`src/rtl/unidade_controle_desafio.sv`:
```
`default_nettype none
// ============================================================================
// Module      : unidade_controle_desafio
// Description : Moore control FSM for the memory-game datapath. It runs
//               growing rounds (round k checks plays 0..k) and stops in a
//               win, wrong-play or timeout state. The state code is exported
//               for hex-display debug.
// Revision    : 1.0 - initial release
// ============================================================================
module unidade_controle_desafio (
  input  logic       clock,
  input  logic       reset,
  input  logic       iniciar,
  input  logic       jogadaIgualMemoria,
  input  logic       enderecoIgualSequencia,
  input  logic       tem_jogada,
  input  logic       fimS,
  input  logic       db_timeout,
  output logic       zeraE,
  output logic       contaE,
  output logic       zeraS,
  output logic       contaS,
  output logic       zeraR,
  output logic       registraR,
  output logic       estado_espera,
  output logic       pronto,
  output logic       acertou,
  output logic       errou,
  output logic       timeout,
  output logic [3:0] db_estado
);

  // State codes double as the debug display value, so they are fixed.
  localparam logic [3:0] c_inicial           = 4'h0;
  localparam logic [3:0] c_preparacao        = 4'h1;
  localparam logic [3:0] c_inicia_rodada     = 4'h2;
  localparam logic [3:0] c_espera            = 4'h3;
  localparam logic [3:0] c_registra          = 4'h4;
  localparam logic [3:0] c_comparacao        = 4'h5;
  localparam logic [3:0] c_proxima_jogada    = 4'h6;
  localparam logic [3:0] c_proxima_sequencia = 4'h7;
  localparam logic [3:0] c_fim_acertou       = 4'hA;
  localparam logic [3:0] c_fim_timeout       = 4'hB;
  localparam logic [3:0] c_fim_errou         = 4'hE;

  logic [3:0] r_estado;
  logic [3:0] w_proximo;

  // State register; reset overrides every transition.
  always_ff @(posedge clock) begin
    if (reset) begin
      r_estado <= c_inicial;
    end else begin
      r_estado <= w_proximo;
    end
  end

  // Next-state logic; unused codes fall back to the idle state.
  always_comb begin
    w_proximo = c_inicial;
    case (r_estado)
      c_inicial:           w_proximo = iniciar ? c_preparacao : c_inicial;
      c_preparacao:        w_proximo = c_inicia_rodada;
      c_inicia_rodada:     w_proximo = c_espera;
      c_espera: begin
        // Timeout beats a play arriving in the same cycle.
        if (db_timeout)      w_proximo = c_fim_timeout;
        else if (tem_jogada) w_proximo = c_registra;
        else                 w_proximo = c_espera;
      end
      c_registra:          w_proximo = c_comparacao;
      c_comparacao: begin
        if (!jogadaIgualMemoria)          w_proximo = c_fim_errou;
        else if (!enderecoIgualSequencia) w_proximo = c_proxima_jogada;
        else if (fimS)                    w_proximo = c_fim_acertou;
        else                              w_proximo = c_proxima_sequencia;
      end
      c_proxima_jogada:    w_proximo = c_espera;
      c_proxima_sequencia: w_proximo = c_inicia_rodada;
      c_fim_acertou:       w_proximo = iniciar ? c_preparacao : c_fim_acertou;
      c_fim_errou:         w_proximo = iniciar ? c_preparacao : c_fim_errou;
      c_fim_timeout:       w_proximo = iniciar ? c_preparacao : c_fim_timeout;
      default:             w_proximo = c_inicial;
    endcase
  end

  // Moore output decode from the current state only.
  always_comb begin
    zeraE         = 1'b0;
    contaE        = 1'b0;
    zeraS         = 1'b0;
    contaS        = 1'b0;
    zeraR         = 1'b0;
    registraR     = 1'b0;
    estado_espera = 1'b0;
    pronto        = 1'b0;
    acertou       = 1'b0;
    errou         = 1'b0;
    timeout       = 1'b0;
    db_estado     = r_estado;
    case (r_estado)
      c_preparacao: begin
        zeraE = 1'b1;
        zeraS = 1'b1;
        zeraR = 1'b1;
      end
      c_inicia_rodada: begin
        zeraE = 1'b1;
        zeraR = 1'b1;
      end
      c_espera:            estado_espera = 1'b1;
      c_registra:          registraR     = 1'b1;
      c_proxima_jogada:    contaE        = 1'b1;
      c_proxima_sequencia: contaS        = 1'b1;
      c_fim_acertou: begin
        pronto  = 1'b1;
        acertou = 1'b1;
      end
      c_fim_errou: begin
        pronto = 1'b1;
        errou  = 1'b1;
      end
      c_fim_timeout: begin
        pronto  = 1'b1;
        errou   = 1'b1;
        timeout = 1'b1;
      end
      default: ;
    endcase
  end

endmodule
`default_nettype wire

```
`config.mk`:
```
export PLATFORM = sky130hd
export DESIGN_NAME = unidade_controle_desafio
export DESIGN_NICKNAME = d
export VERILOG_FILES = /design/src/rtl/unidade_controle_desafio.sv
export SDC_FILE = /design/constraint.sdc
export NUM_CORES = 1
export LEC_CHECK = 0
export BUFFER_PORTS_ARGS = -buffer_cell sky130_fd_sc_hd__buf_2
export CORE_AREA = 3 3 40 42
export CTS_CLUSTER_DIAMETER = 80
export DETAILED_ROUTE_END_ITERATION = 16
export DIE_AREA = 0 0 43 45
export GPL_ROUTABILITY_DRIVEN = 0
export SLEW_MARGIN = 5
export SYNTH_ARGS = -nofsm -noshare
export SYNTH_HDL_FRONTEND = slang
export SYNTH_SLANG_ARGS = --single-unit
```
`constraint.sdc`:
```
create_clock -name clock -period 2.77 [get_ports clock]
set_input_delay 0.277 -clock clock [delete_from_list [all_inputs] [get_ports clock]]
set_output_delay 0.277 -clock clock [all_outputs]
set_load 0.005 [all_outputs]
```
# --- Word-level counts from Yosys, hierarchy flattened ---
# Cells that the tools add are included.
word_totals:
  regBits: 4
  in_bits: 8
  out_inout_bits: 15
  word_cells: 37
classes:
  n_eq_ne: 10
  mux: 20
  reduce_logical: 6
ops:
  columns: ["op", "count"]
  rows:
  - ["$pmux W4 S9", 1]
  - ["$mux W4", 7]
  - ["$eq A4 B3 Y1 const B", 4]
  - ["$eq A4 B4 Y1 const B", 3]
  - ["$mux W1", 11]
  - ["$eq A4 B2 Y1 const B", 2]
  - ["$reduce_or A2 Y1", 4]
  - ["$eq A4 B1 Y1 const B", 1]
  - ["$logic_not A4 Y1", 1]
  - ["$mux W3", 1]
  - ["$reduce_or A3 Y1", 1]

# --- Longest topological paths before layout ---
depth:
  word_depth: 4
  depth_mapped: 5
  ltp_nobuf: 4

# --- Worst setup path before layout ---
# No wires, ideal clock.
synth_path:
  path_type: "flip-flop to output port"
  startpoint: "register r_estado[1] (netlist: db_estado[1])"
  endpoint: "output port zeraR"
  t_arrival_ns: 1.163
  required_ns: 2.493
  path_slack_ns: 1.330
  stages_incl_launch_ff: 5
  path_buffers: 2
  cell_sequence: "dfxtp_1 -> buf_2 -> nand2b_1 -> a211oi_1 -> buf_4"
synth_via:
  elab_chain_len: 3
  elab_cells_between_ends: 4
synth_lines:
  columns: ["item", "line", "text"]
  rows:
  - ["from (decl)", "46", "logic [3:0] r_estado;"]
  - ["from (signal assigned)", "52", "r_estado <= c_inicial;"]
  - ["from (signal assigned)", "54", "r_estado <= w_proximo;"]
  - ["$eq A4 B2 Y1 or $eq A4 B1 Y1 (tied branches)", null, null]
  - ["$reduce_or A2 Y1 (no line) *", null, null]
  - ["$mux W1 *", null, null]
  - ["to (decl)", "23", "output logic zeraR,"]
# Every way passes the cells marked *; elsewhere a longest branch is shown, timed or not.

# --- Final worst setup path ---
layout_path:
  startpoint: "register r_estado[1] (netlist: db_estado[1])"
  endpoint: "output port zeraR"
layout_via:
  elab_chain_len: 3
  elab_cells_between_ends: 4
layout_lines:
  columns: ["item", "line", "text"]
  rows:
  - ["$eq A4 B2 Y1 or $eq A4 B1 Y1 (tied branches)", "101", "case (r_estado)"]
  - ["$reduce_or A2 Y1 (no line) *", null, null]
  - ["$mux W1 *", "101", null]
# Marks and branches as above.

==> results.yml <==
timing:
  worst_pin_slew_ns: 0.523
  fmaxAchievable_mhz: 569
  clock_skew_ns: 0.00834
  setup_ws_ns: 1.01
  fin_crit_ns: 1.76
  setup_tns_ns: 0
  hold_viol: 0
  period_share: 0.635
  slew_headroom: 0.651
  hold_slack_ns: 0.356
  finalSetupViolCount: 0
  rsz0062_at_grt: "false"
  final_max_slew_viol_count: 0
worst_setup_path:
  crit_path_max_fanout: 16
  regToRegStartpoint: "db_estado[2]"
  rr_endpoint: "db_estado[0]"
  arrival_ns: 1.48
  worstSetupStartpointType: "register"
  startpoint: "db_estado[1]"
  crit_type: "register to output port"
  reg2reg_depth: 4
  crit_slowest_cell: "dfxtp_1"
  path_buf_inv: 1
  r2r_slack_ns: 1.25
  cp-endpoint: "zeraR"
  cp.depth: 3
  cp.required_ns: 2.49
  slowest_delay_ns: 0.61
  worstPathCellList: "nand2b_1 -> a211oi_1 -> buf_2"
  endpoint_kind: "output port"
  critical_path.top_delay_family: "flip-flops"
cts:
  h-tree-depth: 1
  cts_hold_buf: 0
  cts_post_setup_buffers_inserted: 0
  clk_latency_ns: 0.24
  cts-resized-gates: 0
  tritoncts.num_buffers: 3
  cts_root_buffer: "clkbuf_4"
  cts_tree: "done"
  cts_buffer_depth: 2
  clkSinkCount: 4
  clk_pin_slew_ns: 0.04
floorplanning:
  die_height_um: 45
  fp.dieW_um: 43
  rows: 13
  initial_utilization: 0.324
  core_area_um2: 1280
  io_pins: 23
  dieArea_um2: 1940
logic_synthesis:
  syn_nets: 69
  syn_area_um2: 417
  synth_edf_count: 0
  synth_flop_cell: "dfxtp_1"
  synth_cell_types: 30
  synth_top_cell_by_area: "dfxtp_1"
  synth_top_cell_area_share: 0.192
  syn_inst: 61
  synthTopCellsByArea: "dfxtp_1 (19%), nand2b_1 (7.5%), nor2_1 (6.3%), a21o_1 (5.4%), nand2_1 (5.4%)"
  ys_seq_area_frac: 0.192
  ys_warn_count: 0
  synth-seq-cells: 4
  ys_async_sr_fraction: 0
  post_synth.cell_area_avg_um2: 6.83
finish:
  fillerInstances: 147
  nets: 91
  num_antenna_cells: 0
  area_delta_synth_final_pct: 28.2
  layout-drive-gt1-share: 0.321
  regArea_um2: 80.1
  largest_register_ffs: 4
  multi_input_area_um2: 295
routing:
  drcViolationCount: 0
  wl_per_cell_um: 11.3
  vias: 499
  routed_wl_um: 1090
  antenna_left: 0
  first_pass_iters: 4
  drtIter0Drc: 18
  via_per_inst: 5.20
placement:
  dpl_worst_slack_ns: 1.24
  hpwl_um: 820
  port_buffers: 22
power:
  p_leak_nw: 0.246
  p_per_area_nw_per_um2: 411
  max-vdd-ir-drop_mv: 0.144
  finalPower_w: 0.000219
global_route:
  grt_pass1_wl_um: 1730
  grt_pass1_vias: 383
  antenna_found_initial: 0
  overflow: 0
  grt_max_degree: 19
  grt_use_total: 0.121
run:
  cap_violations: 0
outcome:
  status: "finished, final reports clean"
worst_hold_path:
  holdCritPathClass: "input port to register"
  hold_depth: 3
[metrics by stage]
stage | area (um^2) | instances | util
after detailed placement | 512 | 93 | 0.398
after floorplan | 417 | 61 | -
after global routing | 534 | 96 | 0.416
after global placement | 512 | 93 | 0.398
after CTS | 534 | 96 | 0.416
final | 534 | 96 | 0.416
[cells by family after synthesis]
| family | synth area share |
|---|---|
| AND/OR/NAND/NOR | 0.408 |
| AO/OA/AOI/OAI | 0.279 |
| buffers and inverters | 0.0991 |
| flip-flops | 0.192 |
| XOR/XNOR | 0.0210 |
[worst register-to-register path, delay by kind of cell, from the launching register on]
family | cells | cell delay, ns
AND/OR/NAND/NOR | 2 | 0.33
flip-flops | 1 | 0.64
AO/OA/AOI/OAI | 2 | 0.48
[worst min path at each step]
| stage | to | from |
|---|---|---|
| after floorplan | db_estado[2] | reset |
| after global placement | db_estado[0] | reset |
| after detailed placement | db_estado[2] | reset |
| after CTS | db_estado[0] | reset |
| after global routing | db_estado[2] | reset |
| final | db_estado[2] | reset |
[cell usage in the layout (no fill, tap or decap), drive strengths merged, types with 3 or more instances in the layout]
cell type,n
buf,22
nor2,7
nand2,7
nand2b,5
nor3,4
dfxtp,4
a21o,3
clkbuf,3
o21ai,3
[power breakdown]
group          switching (W)  internal [W]
combinational      0.0000290     0.0000350
clock              0.0000262     0.0000486
sequential         0.0000178     0.0000627
[cells in the mapped netlist, drive strengths merged (2+ instances only)]
cell type and n:
nand2 7, a211oi 2, a21oi 2, dfxtp 4, inv 2, nor2 7, nor2b 2, nand3b 2
a21o 3, nor3 4, o21ai 3, nand2b 5, buf 5
[per-layer routing]
layer / routed length [um] / global-route usage
met3: 69 / 0.0159
met5: 0 / 0
met2: 497 / 0.183
met4: 40 / 0.108
met1: 482 / 0.151
[cell type report]
class	instances	share of cell area
repair buffers	22	0.206
clock buffers	3	0.0422
flip-flops and latches	4	0.150
multi-input cells	50	0.553
well taps	15	0.0351
inverters	2	0.0141
(Power assumes the default switching activity.)
